## src/rtl/plat_land_scan.sv

```systemverilog
// ---------------------------------------------------------------------------
// plat_land_scan
// Sequential landing scanner: on scan_start it latches the player position and
// walks the per-block platform descriptors one entry per cycle, reporting the
// highest platform top surface the feet crossed during the last physics step.
// Optional head-bump detection is built when PLAT_CEIL_HIT_EN is defined;
// otherwise ceil_hit / ceil_y are tied to zero.
// ---------------------------------------------------------------------------
module plat_land_scan #(
   parameter int PLATFORM_NUM_PER_BLOCK = 7,
   parameter int PHY_WIDTH              = 16,
   parameter int BLOCK_LEN_WIDTH        = 4,
   parameter int UNIT_W                 = 8,
   parameter int PLAT_H                 = 8,
   parameter int CHAR_W                 = 16,
   parameter int IDX_WIDTH              = 3
) (
   input  logic                                          sys_clk,
   input  logic                                          sys_rst,
   input  logic [PLATFORM_NUM_PER_BLOCK*PHY_WIDTH-1:0]       plat_relative_x,
   input  logic [PLATFORM_NUM_PER_BLOCK*PHY_WIDTH-1:0]       plat_relative_y,
   input  logic [PLATFORM_NUM_PER_BLOCK*BLOCK_LEN_WIDTH-1:0] plat_len,
   input  logic                                          block_switch,
   input  logic                                          scan_start,
   input  logic [PHY_WIDTH-1:0]                          player_x,
   input  logic [PHY_WIDTH-1:0]                          foot_y,
   input  logic [PHY_WIDTH-1:0]                          prev_foot_y,
   output logic                                          busy,
   output logic                                          scan_done,
   output logic                                          land_hit,
   output logic [IDX_WIDTH-1:0]                          land_idx,
   output logic [PHY_WIDTH-1:0]                          land_y,
   output logic                                          ceil_hit,
   output logic [PHY_WIDTH-1:0]                          ceil_y
);

   // One extra bit so right edges and top surfaces never wrap.
   localparam int PW1 = PHY_WIDTH + 1;
   localparam logic [IDX_WIDTH-1:0] LAST_IDX = IDX_WIDTH'(PLATFORM_NUM_PER_BLOCK - 1);

   typedef enum logic [1:0] {
      S_IDLE = 2'd0,
      S_SCAN = 2'd1,
      S_DONE = 2'd2
   } state_t;

   state_t                r_state;
   state_t                w_state_nxt;
   logic                  w_start;
   logic                  w_restart;
   logic                  w_last;

   logic [IDX_WIDTH-1:0]  r_idx;
   logic [PHY_WIDTH-1:0]  r_px;
   logic [PHY_WIDTH-1:0]  r_foot;
   logic [PHY_WIDTH-1:0]  r_prev;

   logic                  r_best_hit;
   logic [PW1-1:0]        r_best_top;
   logic [IDX_WIDTH-1:0]  r_best_idx;

   logic [IDX_WIDTH-1:0]  w_eval_idx;
   logic [PHY_WIDTH-1:0]  w_x;
   logic [PHY_WIDTH-1:0]  w_y;
   logic [BLOCK_LEN_WIDTH-1:0] w_len;

   logic [PW1-1:0]        w_len_px;
   logic [PW1-1:0]        w_x_ext;
   logic [PW1-1:0]        w_y_ext;
   logic [PW1-1:0]        w_right;
   logic [PW1-1:0]        w_top;
   logic [PW1-1:0]        w_pl_left;
   logic [PW1-1:0]        w_pl_right;
   logic                  w_overlap;
   logic                  w_land;

   logic                  w_base_hit;
   logic                  w_take;
   logic                  w_nbest_hit;
   logic [PW1-1:0]        w_nbest_top;
   logic [IDX_WIDTH-1:0]  w_nbest_idx;

   // FSM next-state: start/accept, restart on block switch, finish after last entry.
   always_comb begin
      w_state_nxt = r_state;
      w_start     = 1'b0;
      w_restart   = 1'b0;
      w_last      = 1'b0;
      case (r_state)
         S_IDLE: begin
            if (scan_start) begin
               w_state_nxt = S_SCAN;
               w_start     = 1'b1;
            end
         end
         S_SCAN: begin
            if (block_switch) begin
               w_restart = 1'b1;
            end else if (r_idx == LAST_IDX) begin
               w_last      = 1'b1;
               w_state_nxt = S_DONE;
            end
         end
         S_DONE: begin
            if (scan_start) begin
               w_state_nxt = S_SCAN;
               w_start     = 1'b1;
            end else begin
               w_state_nxt = S_IDLE;
            end
         end
         default: w_state_nxt = S_IDLE;
      endcase
   end

   // FSM state register.
   always_ff @(posedge sys_clk) begin
      if (sys_rst) r_state <= S_IDLE;
      else         r_state <= w_state_nxt;
   end

   assign busy      = (r_state == S_SCAN);
   assign scan_done = (r_state == S_DONE);

   // Descriptor select; a restart cycle already evaluates entry 0 of the new block.
   always_comb begin
      w_eval_idx = w_restart ? '0 : r_idx;
      w_x        = '0;
      w_y        = '0;
      w_len      = '0;
      for (int i = 0; i < PLATFORM_NUM_PER_BLOCK; i++) begin
         if (w_eval_idx == IDX_WIDTH'(i)) begin
            w_x   = plat_relative_x[i*PHY_WIDTH +: PHY_WIDTH];
            w_y   = plat_relative_y[i*PHY_WIDTH +: PHY_WIDTH];
            w_len = plat_len[i*BLOCK_LEN_WIDTH +: BLOCK_LEN_WIDTH];
         end
      end
   end

   // Landing test for the selected entry and merge into the running best.
   always_comb begin
      w_len_px    = PW1'(w_len) * PW1'(UNIT_W);
      w_x_ext     = {1'b0, w_x};
      w_y_ext     = {1'b0, w_y};
      w_right     = w_x_ext + w_len_px;
      w_top       = w_y_ext + PW1'(PLAT_H);
      w_pl_left   = {1'b0, r_px};
      w_pl_right  = w_pl_left + PW1'(CHAR_W);
      // Zero-length platforms have no extent; strict compares exclude touching edges.
      w_overlap   = (w_len != '0) && (w_pl_right > w_x_ext) && (w_pl_left < w_right);
      w_land      = w_overlap && ({1'b0, r_prev} >= w_top) && ({1'b0, r_foot} <= w_top);
      w_base_hit  = w_restart ? 1'b0 : r_best_hit;
      // Strictly greater keeps the earlier (lower) index on equal tops.
      w_take      = w_land && (!w_base_hit || (w_top > r_best_top));
      w_nbest_hit = w_base_hit | w_land;
      w_nbest_top = w_take ? w_top : r_best_top;
      w_nbest_idx = w_take ? w_eval_idx : r_best_idx;
   end

   // Scan datapath: latch player on accept, advance index and best while scanning.
   always_ff @(posedge sys_clk) begin
      if (w_start) begin
         r_px       <= player_x;
         r_foot     <= foot_y;
         r_prev     <= prev_foot_y;
         r_idx      <= '0;
         r_best_hit <= 1'b0;
      end else if (r_state == S_SCAN) begin
         r_idx      <= w_eval_idx + 1'b1;
         r_best_hit <= w_nbest_hit;
         r_best_top <= w_nbest_top;
         r_best_idx <= w_nbest_idx;
      end
   end

   // Landing result registers: hold from one completed scan to the next.
   always_ff @(posedge sys_clk) begin
      if (sys_rst) begin
         land_hit <= 1'b0;
         land_idx <= '0;
         land_y   <= '0;
      end else if (w_last) begin
         land_hit <= w_nbest_hit;
         land_idx <= w_nbest_hit ? w_nbest_idx : '0;
         land_y   <= w_nbest_hit ? w_nbest_top[PHY_WIDTH-1:0] : '0;
      end
   end

`ifdef PLAT_CEIL_HIT_EN
   logic                  r_best_chit;
   logic [PHY_WIDTH-1:0]  r_best_cy;
   logic [PW1-1:0]        w_hprev;
   logic [PW1-1:0]        w_hcur;
   logic                  w_bump;
   logic                  w_cbase_hit;
   logic                  w_ctake;
   logic                  w_nbest_chit;
   logic [PHY_WIDTH-1:0]  w_nbest_cy;

   // Head-bump test: the head rose through the platform underside; lowest underside wins.
   always_comb begin
      w_hprev      = {1'b0, r_prev} + PW1'(CHAR_W);
      w_hcur       = {1'b0, r_foot} + PW1'(CHAR_W);
      w_bump       = w_overlap && (w_hprev <= w_y_ext) && (w_hcur >= w_y_ext);
      w_cbase_hit  = w_restart ? 1'b0 : r_best_chit;
      w_ctake      = w_bump && (!w_cbase_hit || (w_y < r_best_cy));
      w_nbest_chit = w_cbase_hit | w_bump;
      w_nbest_cy   = w_ctake ? w_y : r_best_cy;
   end

   // Ceiling running best, cleared on accept and advanced while scanning.
   always_ff @(posedge sys_clk) begin
      if (w_start) begin
         r_best_chit <= 1'b0;
      end else if (r_state == S_SCAN) begin
         r_best_chit <= w_nbest_chit;
         r_best_cy   <= w_nbest_cy;
      end
   end

   // Ceiling result registers, updated together with the landing result.
   always_ff @(posedge sys_clk) begin
      if (sys_rst) begin
         ceil_hit <= 1'b0;
         ceil_y   <= '0;
      end else if (w_last) begin
         ceil_hit <= w_nbest_chit;
         ceil_y   <= w_nbest_chit ? w_nbest_cy : '0;
      end
   end
`else
   assign ceil_hit = 1'b0;
   assign ceil_y   = '0;
`endif

endmodule

```

## config.mk

```make
export PLATFORM = sky130hd
export DESIGN_NAME = plat_land_scan
export DESIGN_NICKNAME = d
export VERILOG_FILES = /design/src/rtl/plat_land_scan.sv
export SDC_FILE = /design/constraint.sdc
export NUM_CORES = 1
export LEC_CHECK = 0
export ABC_AREA = 1
export CAP_MARGIN = 20
export CORE_ASPECT_RATIO = 1.1
export CORE_MARGIN = 1.5
export CORE_UTILIZATION = 47
export DETAILED_ROUTE_END_ITERATION = 6
export PLACE_DENSITY = 0.83
export SLEW_MARGIN = 10
export SYNTH_ARGS = -nofsm -noshare
export SYNTH_HDL_FRONTEND = slang
export SYNTH_SLANG_ARGS = --single-unit
```

## constraint.sdc

```tcl
create_clock -name sys_clk -period 7.5 [get_ports sys_clk]
set_input_delay 0.75 -clock sys_clk [delete_from_list [all_inputs] [get_ports sys_clk]]
set_output_delay 0.75 -clock sys_clk [all_outputs]
set_load 0.02 [all_outputs]
```

# Word level (Yosys, flattened, before mapping)
# Index checks and enable logic that the tools add are counted.
# totals
reg_bits	94
output_inout_bits	39
# op_classes
add_sub_neg	4
magnitude_cmp	5
n_eq_ne	12
muxes	39
bitwise_logic	2
n_reduce_logical	14
# ops
op	count
$mux W16	16
$mux W4	7
$add A16 B4 Y17 const B	1
$add A16 B5 Y17 const B	1
$add A16 B7 Y17	1
$ge A16 B17 Y1	1
$gt A17 B16 Y1	1
$gt A17 B17 Y1	1
$le A16 B17 Y1	1
$lt A16 B17 Y1	1
$eq A3 B3 Y1 const B	4
$mux W1	9
$mux W3	3
$eq A3 B2 Y1 const B	2
$mux W2	3
$pmux W2 S3	1
$reduce_and A3 Y1	2
$logic_and A1 B1 Y1	5
$ne A2 B2 Y1 const B	2
$reduce_bool A4 Y1	1
$add A3 B1 Y3 const B	1
$eq A3 B1 Y1 const B	1
$logic_not A3 Y1	1
$eq A2 B1 Y1 const B	1
9 further kinds	9

# Logic depth before layout (Yosys ltp)
# logic_depth
ltp_word	19
mapped_depth	43
ltp_nobuf	41

# Least setup slack after synthesis
# No wires, ideal clock.
# synth_path
kind	input to register
startpoint	in block_switch
endpoint	reg land_y[11]
setup_ns	0.069
t_arrival_ns	5.373
path_slack_ns	2.058
cell_stages	39
n_path_buf	7
path_cell_list	nand3_4 -> nand2_8 -> buf_6 -> buf_6 -> ha_1 -> inv_1 -> buf_2 -> buf_2 -> clkbuf_1 -> nand2_1 -> o21ai_0 -> a21oi_1 -> o22ai_1 -> inv_1 -> ha_1 -> fa_1 -> a31oi_1 -> a211o_1 -> [... 3 more ...] -> ha_1 -> nand2_1 -> nor2_1 -> a211oi_1 -> nand2_1 -> nand2_1 -> nand2_1 -> nand2_1 -> nand2_1 -> inv_1 -> nor2_1 -> nor2_4 -> buf_6 -> buf_8 -> nand4_2 -> nand2_2 -> nand2_1 -> a21oi_2
# synth_via
elab_chain_cells	19
word_cells_on_any_way	52
classes_between	add/sub (2); order compare (5); eq/ne (6); mux (29); bitwise (1); reduce/logical (9)
# synth_lines
element	line_no	source
from (decl)	23	input logic block_switch,
$mux W1 (*)	97	if (block_switch) begin
$mux W1 (*)	89	case (r_state)
$mux W3	127	w_eval_idx = w_restart ? '0 : r_idx;
$logic_not A3 Y1	132	if (w_eval_idx == IDX_WIDTH'(i)) begin
$mux W16 or $mux W4 (tied branches) (7 in a row)	132	
$add A16 B7 Y17, or another cell as far along	145	w_right = w_x_ext + w_len_px;
$lt A16 B17 Y1 or $logic_and A1 B1 Y1 (tied branches)	150	w_overlap = (w_len != '0) && (w_pl_right > w_x_ext) && (w_pl_left < w_right);
$logic_and A1 B1 Y1	150	
$logic_and A1 B1 Y1 (2 in a row)	151	w_land = w_overlap && ({1'b0, r_prev} >= w_top) && ({1'b0, r_foot} <= w_top);
$logic_and A1 B1 Y1	154	w_take = w_land && (!w_base_hit || (w_top > r_best_top));
$mux W16 (*)	156	w_nbest_top = w_take ? w_top : r_best_top;
named net w_nbest_top[11]	80	logic [PW1-1:0] w_nbest_top;
$mux W16 (*)	185	land_y <= w_nbest_hit ? w_nbest_top[PHY_WIDTH-1:0] : '0;
to (signal assigned)	185	
to (decl)	32	output logic [PHY_WIDTH-1:0] land_y,
# The timed path passes the listed nets; every way through them passes the cells marked *.
# A chain may end at the register's enable or synchronous reset.

# Worst setup path in the final report
# layout_path
startpoint	in block_switch
endpoint	reg land_idx[1]
# layout_via
elab_chain_cells	19
word_cells_on_any_way	52
classes_between	add/sub (2); order compare (5); eq/ne (6); mux (29); bitwise (1); reduce/logical (9)
# layout_lines
element	line_no	source
$mux W1	97	
$mux W1	89	
$mux W3	127	
$logic_not A3 Y1	132	
$mux W16 or $mux W4 (tied branches) (7 in a row)	132	
$add A16 B7 Y17, or another cell as far along	145	
$lt A16 B17 Y1 or $logic_and A1 B1 Y1 (tied branches)	150	
$logic_and A1 B1 Y1	150	
$logic_and A1 B1 Y1 (2 in a row)	151	
$logic_and A1 B1 Y1	154	
$mux W3	157	w_nbest_idx = w_take ? w_eval_idx : r_best_idx;
$mux W3	184	land_idx <= w_nbest_hit ? w_nbest_idx : '0;
to (signal assigned)	184	
to (decl)	31	output logic [IDX_WIDTH-1:0] land_idx,
# Parallel ways exist; a longest one is shown, timed or not.

==> run summary <==
Run status - complete, no violations
Die height - 153 um
Hpwl dp - 28.7 mm
Post-synth top area cell - edfxtp_1
Crit path top cell by count - nand2_1
Synthesis-stage register bit count - 94
Crit path time final - 6.57 ns
Synth area leaders - edfxtp_1, nand2_1, ha_1, inv_1, nand3_1
Seq/Total Area, Yosys - 0.268
Max-cap violation count - 0
Root buf cell - clkbuf_16
Drt via density - 5.42
Resized Gates After CTS - 0
Worst-case clock buffer depth - 2
IO buf count - 325
Remaining routing DRC violations - 0
Relative slew slack - 0.298
Fmax - 152 MHz
Clock Latency Late Sink - 0.35 ns
Total number of H-tree levels - 3
P per Cell Area - 202 nW/um^2
Type of the worst setup path - in2reg
Critical Path Source Type - input pin
Share of layout cells above drive strength 1 - 0.0700
Vias - 10505
Ys Warns - 0
EDFF count, synth - 68
Most common cell after layout, fill and taps aside - nand2_1
Global-route wire length before repair - 54.2 mm
CTS tree - built
Final ANT Viol Nets - 0
RSZ-0062 raised after global routing - no
Arrival time at the worst endpoint - 6.83 ns
Hold Path Origin - land_y[1]
Max-slew violations - 0
HP Class - reg2reg
Mapped Area - 9560 um^2
Async SR Flop Fraction - 0
Row cnt - 54
GRT Total Usage - 0.327
Post-layout util - 0.661
Top cell type's share of synthesized area - 0.214
Clk slew on worst S/H paths - 0.06 ns
CP Launch Point - block_switch
Setup TNS - 0 ns
Synth Area per Inst - 6.91 um^2
Final Net Count - 2073
Worst Path Max Fanout - 42
Fin. Hold Viols - 0
WL final - 35.3 mm
Initial antenna violation count - 3
Synth unique cells - 55
Ys flop type - edfxtp_1
Tcrit/Tclk final - 0.876
Syn Inst Count - 1384
Die Width - 139 um
Drt pass-1 iters - 6
Final-layout fill cell count - 1779
WP data required - 7.75 ns
Core box area - 19900 um^2
VDD IR max - 0.000148 V
Final setup viols - 0
Vias in the first global route - 10215
Setup bufs post-CTS - 0
Starting Density - 0.481
Wirelength per Cell - 18.2 um
Area growth syn-to-layout - 37.3%
Worst reg-to-reg path cell count - 41
Slew @ Worst Pin - 1.05 ns
Largest net degree at the start of global routing - 59
Leakage - 5.95 nW
GPL Wtd Cong - 1.07
CP Capture Type - register
CP max stage delay - 0.53 ns
DRC violation total after the first TritonRoute iteration - 750
Worst reg2reg startpoint - r_state[1]
I/O pin total - 343
Clock Skew - 0.00676 ns
Crit-path slowest cell - clkdlybuf4s50_1
Worst hold path depth - 2
Most frequent cells in the layout - nand2_1, clkdlybuf4s50_1, inv_1, nor2_1, nand3_1
Hold Buf Count CTS - 0
Gr ovfl total - 0
TritonCTS buffer count - 9
Die Area - 21200 um^2
Clk sinks - 94
path summary, 6_finish.rpt:
| path | to | slack (ns) |
|---|---|---|
| hold reg to reg | land_y[1] | 0.47 |
| setup reg to reg | land_idx[1] | 1.43 |
| setup / recovery | land_idx[1] | 0.93 |
| hold / removal | land_y[1] | 0.47 |
critical path: cells and delay by family:
kind | cells | cell delay (ns)
AND/OR/NAND/NOR | 21 | 2.05
AO/OA/AOI/OAI | 3 | 0.63
XOR/XNOR | 1 | 0.39
buffers and inverters | 8 | 2.30
adder cells (fa/ha/maj) | 2 | 0.67
layout make-up:
cell class                 instances  area (um^2)  area share
antenna                            1         2.50    0.000191
tap                              252          315      0.0240
sequential                        94         2560       0.195
inverter                         181          684      0.0521
timing repair buffer             347         3420       0.260
clock buffer                      12          246      0.0188
multi-input combinational       1048         5840       0.445
clock inverter                     4         55.1     0.00419
cells in the mapped netlist, types with 3 or more instances:
| cell type | number |
|---|---|
| ha_1 | 87 |
| a21o_1 | 4 |
| a21oi_1 | 66 |
| buf_4 | 26 |
| nand3b_1 | 13 |
| buf_2 | 15 |
| nand3_1 | 120 |
| nor2_1 | 122 |
| buf_6 | 14 |
| o21ai_0 | 39 |
| clkbuf_1 | 18 |
| a31oi_1 | 10 |
| inv_2 | 4 |
| nor4_1 | 4 |
| a21oi_2 | 17 |
| a21oi_4 | 3 |
| xor2_1 | 20 |
| o22ai_1 | 5 |
| nor3_1 | 9 |
| o21ai_1 | 11 |
| inv_1 | 176 |
| xnor2_1 | 6 |
| or2_2 | 21 |
| nand2_1 | 384 |
| o211ai_1 | 10 |
| nand4_1 | 31 |
| edfxtp_1 | 68 |
| nand4_2 | 10 |
| dfxtp_1 | 26 |
| nand2_2 | 12 |
| o31ai_1 | 3 |
registers in the layout (all words and copies together), names as in the netlist:
signal and flops:
r_best_top 17, land_y 16, r_foot 16, r_prev 16
r_px 16, land_idx 3, r_best_idx 3, r_idx 3
r_state 2, land_hit 1, r_best_hit 1
per-layer routing:
layer | vias up | wire (um) | global-route usage
li1 | 5102 | - | -
met1 | 4754 | 13600 | 0.380
met2 | 519 | 16900 | 0.569
met3 | 128 | 2840 | 0.0632
met4 | 2 | 1980 | 0.168
met5 | - | 9 | 0
per-stage QoR:
stage / hold WS, ns / worst slack (ns) / std cells / area, um^2 / total power [W]
2_1_floorplan: 0.475 / 2.06 / 1400 / 9620 / 0.00167
3_3_place_gp: 0.458 / 0.864 / 1922 / 12800 / 0.00211
3_5_place_dp: 0.460 / 0.695 / 1922 / 12800 / 0.00215
4_1_cts: 0.470 / 1.01 / 1938 / 13100 / 0.00263
5_1_grt: 0.496 / 0.315 / 1939 / 13100 / 0.00285
6_report: 0.469 / 0.927 / 1939 / 13100 / 0.00265
logic make-up after synthesis:
group                      synth area share
xor gates and xnor gates             0.0238
other                              0.000392
AOI/OAI and AO/OA                     0.114
and+or+nand+nor                       0.350
DFF                                   0.268
buffers and inverters                 0.127
adders and majority gates             0.116
where the power goes:
part	switching [W]	internal, W	leakage (nW)	total (W)
clock network	0.000203	0.000270	0.143	0.000473
registers	0.0000218	0.000603	0.861	0.000625
logic	0.000940	0.000611	4.94	0.00155
total	0.00117	0.00148	5.95	0.00265
Note: power is estimated with default switching activity, not from simulation.
